### src/rtl/decex_pkg.sv
// Shared constants for the RV64I decode/execute stage: widths, opcodes,
// funct3/funct7 values and the 4-bit ALU control encoding.
package decex_pkg;

  localparam int XLEN    = 64;
  localparam int PC_STEP = 4;

  localparam logic [6:0] OP_R  = 7'b0110011;
  localparam logic [6:0] OP_I  = 7'b0010011;
  localparam logic [6:0] OP_LD = 7'b0000011;
  localparam logic [6:0] OP_SD = 7'b0100011;
  localparam logic [6:0] OP_BR = 7'b1100011;

  localparam logic [2:0] F3_ADD_SUB = 3'b000;
  localparam logic [2:0] F3_SLL     = 3'b001;
  localparam logic [2:0] F3_SLT     = 3'b010;
  localparam logic [2:0] F3_SLTU    = 3'b011;
  localparam logic [2:0] F3_XOR     = 3'b100;
  localparam logic [2:0] F3_SR      = 3'b101;
  localparam logic [2:0] F3_OR      = 3'b110;
  localparam logic [2:0] F3_AND     = 3'b111;
  localparam logic [2:0] F3_LD_SD   = 3'b011;
  localparam logic [2:0] F3_BEQ     = 3'b000;
  localparam logic [2:0] F3_BNE     = 3'b001;
  localparam logic [2:0] F3_BLT     = 3'b100;
  localparam logic [2:0] F3_BGE     = 3'b101;
  localparam logic [2:0] F3_BLTU    = 3'b110;
  localparam logic [2:0] F3_BGEU    = 3'b111;

  localparam logic [6:0] F7_BASE = 7'b0000000;
  localparam logic [6:0] F7_ALT  = 7'b0100000;
  // RV64 immediate shifts use a 6-bit shamt, so only instr[31:26] carries the funct code
  localparam logic [5:0] F6_BASE = 6'b000000;
  localparam logic [5:0] F6_ALT  = 6'b010000;

  typedef enum logic [3:0] {
    ALU_AND  = 4'b0000,
    ALU_OR   = 4'b0001,
    ALU_ADD  = 4'b0010,
    ALU_SUB  = 4'b0110,
    ALU_SLT  = 4'b0111,
    ALU_XOR  = 4'b1000,
    ALU_SLL  = 4'b1001,
    ALU_SRL  = 4'b1010,
    ALU_SRA  = 4'b1011,
    ALU_SLTU = 4'b1100
  } alu_ctrl_e;

endpackage

### src/rtl/decex_alu.sv
// Combinational 64-bit ALU. Shifts use the low 6 bits of operand B;
// set-less-than results are 0/1 zero-extended.
module decex_alu
  import decex_pkg::*;
(
  input  logic [XLEN-1:0] i_a,
  input  logic [XLEN-1:0] i_b,
  input  logic [3:0]      i_ctrl,
  output logic [XLEN-1:0] o_result,
  output logic            o_zero
);

  logic [5:0] w_shamt;
  assign w_shamt = i_b[5:0];

  // Operation select
  always_comb begin
    o_result = '0;
    case (i_ctrl)
      ALU_AND:  o_result = i_a & i_b;
      ALU_OR:   o_result = i_a | i_b;
      ALU_ADD:  o_result = i_a + i_b;
      ALU_SUB:  o_result = i_a - i_b;
      ALU_SLT:  o_result = {{(XLEN-1){1'b0}}, ($signed(i_a) < $signed(i_b))};
      ALU_XOR:  o_result = i_a ^ i_b;
      ALU_SLL:  o_result = i_a << w_shamt;
      ALU_SRL:  o_result = i_a >> w_shamt;
      ALU_SRA:  o_result = $unsigned($signed(i_a) >>> w_shamt);
      ALU_SLTU: o_result = {{(XLEN-1){1'b0}}, (i_a < i_b)};
      default:  o_result = '0;
    endcase
  end

  assign o_zero = (o_result == '0);

endmodule

### src/rtl/decode_execute_stage.sv
// RV64I decode + operand select + execute stage. Register addresses are
// combinational; every execute result is registered once.
// Optional macro DECEX_BRANCH_EXT_EN adds blt/bge/bltu/bgeu decoding;
// without it those funct3 values flag inv_func.
module decode_execute_stage
  import decex_pkg::*;
(
  input  logic            i_clock,
  input  logic            i_reset,
  input  logic            i_in_valid,
  input  logic [31:0]     i_instruction,
  input  logic [XLEN-1:0] i_pc,
  input  logic [XLEN-1:0] i_rs1_data,
  input  logic [XLEN-1:0] i_rs2_data,
  output logic [4:0]      o_rs1,
  output logic [4:0]      o_rs2,
  output logic [4:0]      o_write_addr,
  output logic            o_out_valid,
  output logic [XLEN-1:0] o_alu_result,
  output logic [XLEN-1:0] o_store_data,
  output logic [XLEN-1:0] o_next_pc,
  output logic            o_reg_write,
  output logic            o_mem_read,
  output logic            o_mem_to_reg,
  output logic            o_mem_write,
  output logic            o_branch_taken,
  output logic            o_inv_op,
  output logic            o_inv_func
);

  logic [6:0]      w_opcode;
  logic [2:0]      w_funct3;
  logic [6:0]      w_funct7;
  logic [XLEN-1:0] w_imm_i, w_imm_s, w_imm_b, w_imm;
  logic [3:0]      w_alu_ctrl;
  logic            w_use_imm, w_is_branch, w_cond;
  logic            w_reg_write, w_mem_read, w_mem_to_reg, w_mem_write;
  logic            w_inv_op, w_inv_func, w_illegal, w_taken;
  logic [XLEN-1:0] w_op_b, w_alu_out, w_result, w_next_pc;
  logic            w_zero;

  logic            r_out_valid, r_reg_write, r_mem_read, r_mem_to_reg, r_mem_write;
  logic            r_branch_taken, r_inv_op, r_inv_func;
  logic [XLEN-1:0] r_alu_result, r_store_data, r_next_pc;

  assign w_opcode     = i_instruction[6:0];
  assign w_funct3     = i_instruction[14:12];
  assign w_funct7     = i_instruction[31:25];
  assign o_rs1        = i_instruction[19:15];
  assign o_rs2        = i_instruction[24:20];
  assign o_write_addr = i_instruction[11:7];

  assign w_imm_i = {{(XLEN-12){i_instruction[31]}}, i_instruction[31:20]};
  assign w_imm_s = {{(XLEN-12){i_instruction[31]}}, i_instruction[31:25], i_instruction[11:7]};
  assign w_imm_b = {{(XLEN-13){i_instruction[31]}}, i_instruction[31], i_instruction[7],
                    i_instruction[30:25], i_instruction[11:8], 1'b0};

  // Main decode: ALU op, operand source, controls and legality flags
  always_comb begin
    w_alu_ctrl   = ALU_ADD;
    w_use_imm    = 1'b0;
    w_imm        = w_imm_i;
    w_is_branch  = 1'b0;
    w_reg_write  = 1'b0;
    w_mem_read   = 1'b0;
    w_mem_to_reg = 1'b0;
    w_mem_write  = 1'b0;
    w_inv_op     = 1'b0;
    w_inv_func   = 1'b0;
    case (w_opcode)
      OP_R: begin
        w_reg_write = 1'b1;
        case (w_funct3)
          F3_ADD_SUB: begin
            if (w_funct7 == F7_BASE)     w_alu_ctrl = ALU_ADD;
            else if (w_funct7 == F7_ALT) w_alu_ctrl = ALU_SUB;
            else                         w_inv_func = 1'b1;
          end
          F3_SR: begin
            if (w_funct7 == F7_BASE)     w_alu_ctrl = ALU_SRL;
            else if (w_funct7 == F7_ALT) w_alu_ctrl = ALU_SRA;
            else                         w_inv_func = 1'b1;
          end
          default: begin
            case (w_funct3)
              F3_SLL:  w_alu_ctrl = ALU_SLL;
              F3_SLT:  w_alu_ctrl = ALU_SLT;
              F3_SLTU: w_alu_ctrl = ALU_SLTU;
              F3_XOR:  w_alu_ctrl = ALU_XOR;
              F3_OR:   w_alu_ctrl = ALU_OR;
              default: w_alu_ctrl = ALU_AND;
            endcase
            if (w_funct7 != F7_BASE) w_inv_func = 1'b1;
          end
        endcase
      end
      OP_I: begin
        w_reg_write = 1'b1;
        w_use_imm   = 1'b1;
        case (w_funct3)
          F3_ADD_SUB: w_alu_ctrl = ALU_ADD;
          F3_SLT:     w_alu_ctrl = ALU_SLT;
          F3_SLTU:    w_alu_ctrl = ALU_SLTU;
          F3_XOR:     w_alu_ctrl = ALU_XOR;
          F3_OR:      w_alu_ctrl = ALU_OR;
          F3_AND:     w_alu_ctrl = ALU_AND;
          F3_SLL: begin
            w_alu_ctrl = ALU_SLL;
            if (i_instruction[31:26] != F6_BASE) w_inv_func = 1'b1;
          end
          default: begin
            if (i_instruction[31:26] == F6_BASE)     w_alu_ctrl = ALU_SRL;
            else if (i_instruction[31:26] == F6_ALT) w_alu_ctrl = ALU_SRA;
            else                                     w_inv_func = 1'b1;
          end
        endcase
      end
      OP_LD: begin
        w_use_imm = 1'b1;
        if (w_funct3 == F3_LD_SD) begin
          w_reg_write  = 1'b1;
          w_mem_read   = 1'b1;
          w_mem_to_reg = 1'b1;
        end else begin
          w_inv_func = 1'b1;
        end
      end
      OP_SD: begin
        w_use_imm = 1'b1;
        w_imm     = w_imm_s;
        if (w_funct3 == F3_LD_SD) w_mem_write = 1'b1;
        else                      w_inv_func  = 1'b1;
      end
      OP_BR: begin
        w_alu_ctrl  = ALU_SUB;
        w_is_branch = 1'b1;
        case (w_funct3)
          F3_BEQ, F3_BNE: w_inv_func = 1'b0;
`ifdef DECEX_BRANCH_EXT_EN
          F3_BLT, F3_BGE, F3_BLTU, F3_BGEU: w_inv_func = 1'b0;
`endif
          default: w_inv_func = 1'b1;
        endcase
      end
      default: w_inv_op = 1'b1;
    endcase
    // An illegal instruction must not disturb architectural state
    if (w_inv_op || w_inv_func) begin
      w_reg_write  = 1'b0;
      w_mem_read   = 1'b0;
      w_mem_to_reg = 1'b0;
      w_mem_write  = 1'b0;
      w_is_branch  = 1'b0;
    end
  end

  assign w_illegal = w_inv_op | w_inv_func;
  assign w_op_b    = w_use_imm ? w_imm : i_rs2_data;

  decex_alu u_alu (
    .i_a      (i_rs1_data),
    .i_b      (w_op_b),
    .i_ctrl   (w_alu_ctrl),
    .o_result (w_alu_out),
    .o_zero   (w_zero)
  );

  // Branch condition from the rs1-rs2 difference and direct compares
  always_comb begin
    w_cond = 1'b0;
    case (w_funct3)
      F3_BEQ:  w_cond = w_zero;
      F3_BNE:  w_cond = ~w_zero;
`ifdef DECEX_BRANCH_EXT_EN
      F3_BLT:  w_cond = ($signed(i_rs1_data) <  $signed(i_rs2_data));
      F3_BGE:  w_cond = ($signed(i_rs1_data) >= $signed(i_rs2_data));
      F3_BLTU: w_cond = (i_rs1_data <  i_rs2_data);
      F3_BGEU: w_cond = (i_rs1_data >= i_rs2_data);
`endif
      default: w_cond = 1'b0;
    endcase
  end

  assign w_taken   = w_is_branch & w_cond;
  assign w_next_pc = w_taken ? (i_pc + w_imm_b) : (i_pc + XLEN'(PC_STEP));
  assign w_result  = w_illegal ? '0 : w_alu_out;

  // Output register; controls are qualified by in_valid, datapath always captured
  always_ff @(posedge i_clock or posedge i_reset) begin
    if (i_reset) begin
      r_out_valid    <= 1'b0;
      r_alu_result   <= '0;
      r_store_data   <= '0;
      r_next_pc      <= '0;
      r_reg_write    <= 1'b0;
      r_mem_read     <= 1'b0;
      r_mem_to_reg   <= 1'b0;
      r_mem_write    <= 1'b0;
      r_branch_taken <= 1'b0;
      r_inv_op       <= 1'b0;
      r_inv_func     <= 1'b0;
    end else begin
      r_out_valid    <= i_in_valid;
      r_alu_result   <= w_result;
      r_store_data   <= i_rs2_data;
      r_next_pc      <= w_next_pc;
      r_reg_write    <= i_in_valid & w_reg_write;
      r_mem_read     <= i_in_valid & w_mem_read;
      r_mem_to_reg   <= i_in_valid & w_mem_to_reg;
      r_mem_write    <= i_in_valid & w_mem_write;
      r_branch_taken <= i_in_valid & w_taken;
      r_inv_op       <= i_in_valid & w_inv_op;
      r_inv_func     <= i_in_valid & w_inv_func;
    end
  end

  assign o_out_valid    = r_out_valid;
  assign o_alu_result   = r_alu_result;
  assign o_store_data   = r_store_data;
  assign o_next_pc      = r_next_pc;
  assign o_reg_write    = r_reg_write;
  assign o_mem_read     = r_mem_read;
  assign o_mem_to_reg   = r_mem_to_reg;
  assign o_mem_write    = r_mem_write;
  assign o_branch_taken = r_branch_taken;
  assign o_inv_op       = r_inv_op;
  assign o_inv_func     = r_inv_func;

endmodule

### config.mk
export PLATFORM = sky130hd
export DESIGN_NAME = decode_execute_stage
export DESIGN_NICKNAME = d
export VERILOG_FILES = /design/src/rtl/decex_pkg.sv /design/src/rtl/decex_alu.sv /design/src/rtl/decode_execute_stage.sv
export SDC_FILE = /design/constraint.sdc
export NUM_CORES = 2
export LEC_CHECK = 0
export ABC_CLOCK_PERIOD_IN_PS = 10230
export CAP_MARGIN = 20
export CORE_ASPECT_RATIO = 1.5
export CORE_UTILIZATION = 50
export CTS_BUF_LIST = sky130_fd_sc_hd__clkbuf_8 sky130_fd_sc_hd__clkbuf_16
export DETAILED_ROUTE_END_ITERATION = 6
export PLACE_DENSITY = 0.84
export SETUP_SLACK_MARGIN = 0.02
export SKIP_CTS_REPAIR_TIMING = 1
export SLEW_MARGIN = 20
export SYNTH_ARGS = -nofsm -noshare
export SYNTH_HDL_FRONTEND = slang
export SYNTH_SLANG_ARGS = --single-unit
### constraint.sdc
create_clock -name i_clock -period 10.23 [get_ports i_clock]
set_input_delay 1.023 -clock i_clock [delete_from_list [all_inputs] [get_ports i_clock]]
set_output_delay 1.023 -clock i_clock [all_outputs]
set_load 0.02 [all_outputs]
==> results_dict.tcl, run 1 <==
set metrics [dict create \
    status "did not finish" \
    lastStage "global routing" \
    error "[ERROR GRT-0116] Global routing finished with congestion. Check the congestion regions in the DRC Viewer." \
    start_util_pct 50.7 \
    synth_top_area_share_pct 13.9 \
    ys_top_cells_by_area "dfrtp_1 14%, ha_1 10%, a21oi_1 7.3%, nand2_1 5.0%, nor2_1 4.9%" \
    grt.total_usage_pct 73.4 \
    grt.overflow.total 73 \
    ys_seq_area_share_pct 13.9 \
    io-pin-count 442 \
    synth_edf_count 0 \
    die_w_um 220 \
    numCtsBuffers 17 \
    yosysUniqueCellTypes 108 \
    grt_pass1_wl_um 385000 \
    h-tree-depth 4 \
    clk_path_buf_depth 2 \
    synth-seq-cells 199 \
    die_y_um 329 \
    place_congestion 1.32 \
    postSynthAreaPerCell_sq_um 6.98 \
    yosys.area.top_type "dfrtp_1" \
    yosysMostFrequentCell "a21oi_1" \
    netlist_top_cells_count "520 x a21oi_1, 472 x nand2_1, 470 x nor2_1" \
    clockRootBuffer "clkbuf_16" \
    async_flop_share_pct 100 \
    io_buffer_count 431 \
    cts.sinks 199 \
    synth_nets 5646 \
    synthCells 5120 \
    rows 119 \
    dp_hpwl_um 186000 \
    grt_max_degree 110 \
    syn_area_sq_mm 0.0357 \
    first_global_vias 50477 \
    ys_warn_count 0 \
    ys.flop_type "dfrtp_1" \
]
==> metal layers <==
metal	track usage (%)	GRT overflow
met1	73.8	0
met4	73.3	32
met2	91.3	41
met5	20.1	0
met3	56.0	0
==> per-stage QoR <==
stage / util (%) / instance area (sq um) / setup slack (ns) / cells / hold WS [ns]
floorplan: - / 35700 / 2.43 / 5120 / 1.05
global placement: 58.5 / 41200 / 0.582 / 6270 / 1.47
detailed placement: 58.6 / 41200 / 0.886 / 6273 / 1.47
CTS: 59.4 / 41800 / 1.38 / 6304 / 0.928
==> cells by family after synthesis <==
group | Yosys count | synth area share [%]
compound gates | 1939 | 36.6
buf+inv | 608 | 7.26
xor+xnor | 155 | 3.80
mux | 123 | 3.75
simple gates | 1797 | 24.1
flops | 199 | 13.9
fa+ha+maj | 299 | 10.5
==> run 2, diff against run 1 <==
Settings changed: CORE_ASPECT_RATIO 1.5 to unset, CORE_UTILIZATION 50 to 35, CTS_BUF_LIST sky130_fd_sc_hd__clkbuf_8 sky130_fd_sc_hd__clkbuf_16 to unset, PLACE_DENSITY 0.84 to unset, PLACE_DENSITY_LB_ADDON set to 0.15, SETUP_SLACK_MARGIN 0.02 to unset.
==> run 2 against run 1 <==
Effect of this change: the flow now finishes, with violations (design-rule violations, max-capacitance violations); synthesized cell count unchanged; synthesized area unchanged.
==> results_dict.tcl, run 2 <==
set metrics [dict create \
    grt.overflow.total 0 \
    io_buffer_count 431 \
    grt_pass1_wl_um 358000 \
    synth_edf_count 0 \
    ys_warn_count 0 \
    final_cell_mix "520 x a21oi_1, 471 x nand2_1, 464 x nor2_1" \
    fin_area_sq_mm 0.0429 \
    die_y_um 321 \
    wl_um 262000 \
    required_ns 10.63 \
    antenna_found_initial 43 \
    syn_to_final_growth_pct 20.2 \
    ant_nets 0 \
    ys_top_cells_by_area "dfrtp_1 14%, ha_1 10%, a21oi_1 7.3%, nand2_1 5.0%, nor2_1 4.9%" \
    io-pin-count 442 \
    start_util_pct 35.5 \
    synthCells 5120 \
    dieArea_sq_mm 0.103 \
    yosysUniqueCellTypes 108 \
    slew_headroom_pct 2.14 \
    finalSetupViolations 0 \
    synth_top_area_share_pct 13.9 \
    layout-drive-gt1-share_pct 7.90 \
    grt_max_degree 118 \
    seq_area_sq_mm 0.00498 \
    first_global_vias 44286 \
    syn_area_sq_mm 0.0357 \
    multi_input_area_sq_mm 0.0284 \
    leakage_uw 0.0178 \
    wl_per_cell_um 38.3 \
    worstPathMaxFanout 15 \
    final_core_util_pct 42.7 \
    max_clock_freq_mhz 97.8 \
    num_vias 48400 \
    clockRootBuffer "clkbuf_16" \
    rows 116 \
    finalHoldViolations 0 \
    drt_iter0_drc 8534 \
    rsz0062_at_grt "false" \
    dpl_cell_area_sq_mm 0.0422 \
    wl_met1_um 100000 \
    ir_worst_vdd_v 0.0000974 \
    maxSlewViolCount 0 \
    ys.flop_type "dfrtp_1" \
    holdPathStages 1 \
    finalCritPeriodShare_pct 100 \
    hold_path.class "primary input to register" \
    period_minus_slack_ns 10.23 \
    power.density_mw_per_mm2 98.7 \
    postSynthAreaPerCell_sq_um 6.98 \
    wl_met2_um 100000 \
    endpoint_kind "register" \
    max_cap_violations 1 \
    wl_met3_um 40300 \
    worst_pin_slew_ns 1.45 \
    die_w_um 321 \
    hp-start "i_pc[0]" \
    clk_pin_slew_ns 0.07 \
    violations "design-rule violations, max-capacitance violations" \
    hold_end "o_next_pc[0]" \
    fin_nets 5969 \
    start_kind "primary input" \
    core_area_sq_mm 0.101 \
    synth-seq-cells 199 \
    yosysMostFrequentCell "a21oi_1" \
    status "finished, violations left" \
    yosys.area.top_type "dfrtp_1" \
    path_class "primary input to register" \
    cts_tree "built" \
    synth_nets 5646 \
    final_common_cell "a21oi_1" \
    clk_path_buf_depth 2 \
    dr.pass1.iters 7 \
    cts.sinks 199 \
    dp_hpwl_um 207000 \
    num-fill-cells 10569 \
    routed_via_density 7.09 \
    netlist_top_cells_count "520 x a21oi_1, 472 x nand2_1, 470 x nor2_1" \
    h-tree-depth 4 \
    ys_seq_area_share_pct 13.9 \
    place_congestion 1.18 \
    grt.total_usage_pct 49.0 \
    numCtsBuffers 17 \
    drc 63 \
    critical_path_arrival_ns 10.63 \
    async_flop_share_pct 100 \
    top_layer "met5" \
]
run 2: cell counts after synthesis:
Identical to the previous run, type by type.
run 2: cells by family after synthesis:
logic type                 count (synthesis)  share of synthesized area [%]
AOI/OAI and AO/OA                       1939                           36.6
xor gates and xnor gates                 155                           3.80
adders and majority gates                299                           10.5
buffers and inverters                    608                           7.26
DFF                                      199                           13.9
muxes                                    123                           3.75
and+or+nand+nor                         1797                           24.1
run 2: worst max path at each step:
| stage | startpoint | slack, ns | endpoint |
|---|---|---|---|
| final | i_instruction[6] | 0.004 | o_next_pc[29] |
| after floorplan | i_instruction[2] | 2.43 | o_next_pc[43] |
| after global placement | i_instruction[2] | -1.09 | o_next_pc[29] |
| after detailed placement | i_instruction[6] | -0.1 | o_next_pc[29] |
| after CTS | i_instruction[6] | 0.43 | o_next_pc[29] |
| after global routing | i_instruction[6] | 0.15 | o_next_pc[29] |
run 2: cell type report:
type | count | area share [%]
Tap cell | 1357 | 3.95
Inverter | 230 | 2.05
Timing Repair Buffer | 681 | 14.8
Clock inverter | 11 | 0.248
Antenna cell | 14 | 0.0816
Sequential cell | 199 | 11.6
Clock buffer | 20 | 1.09
Multi-Input combinational cell | 4314 | 66.2
run 2: per-stage QoR:
step           setup slack, ns  total power [uW]  setup TNS [ns]  cells  hold slack (ns)
3_3_place_gp             -1.09              3370          -65.02   6776             1.47
6_report               0.00382              4240               0   6826            0.956
5_1_grt                  0.147              4330               0   6815            0.938
4_1_cts                  0.431              4070               0   6809            0.919
2_1_floorplan             2.43              2220               0   5120             1.05
3_5_place_dp           -0.0986              3350           -2.86   6778             1.47
run 2: worst max-delay path, cell delays in order:
cell             delay [ns]
clkdlybuf4s50_1        0.75
a21oi_1                0.51
nand2_2                0.32
nor2_4                 0.54
a21o_1                 0.18
inv_1                  0.08
ha_1                   0.51
nor4_1                 0.89
nand4_1                0.48
a311oi_1               0.79
nor3_1                 0.32
a21oi_1                0.42
a21oi_1                0.11
nor2_1                 0.10
nor2_1                 0.07
or4_1                  0.61
a221oi_2               0.36
buf_4                  0.26
and2_1                 0.22
nand4_1                0.29
nor4_1                 0.86
buf_4                  0.26
a31oi_4                0.05
buf_12                 0.22
buf_4                  0.16
a31oi_1                0.14
a21oi_1                0.05
run 2: per-layer routing:
metal	GRT usage, %	vias to the layer above
met5	0	-
met4	29.7	40
met1	62.0	23183
met3	22.4	1062
li1	-	19980
met2	66.7	4135
run 2: power by group:
| part | leakage [uW] | internal [uW] | switching (uW) | total, uW |
|---|---|---|---|---|
| clock | 0.000285 | 339 | 367 | 706 |
| sequential | 0.00247 | 817 | 9.61 | 827 |
| combinational | 0.0150 | 835 | 1870 | 2710 |
(Power assumes the default switching activity.)
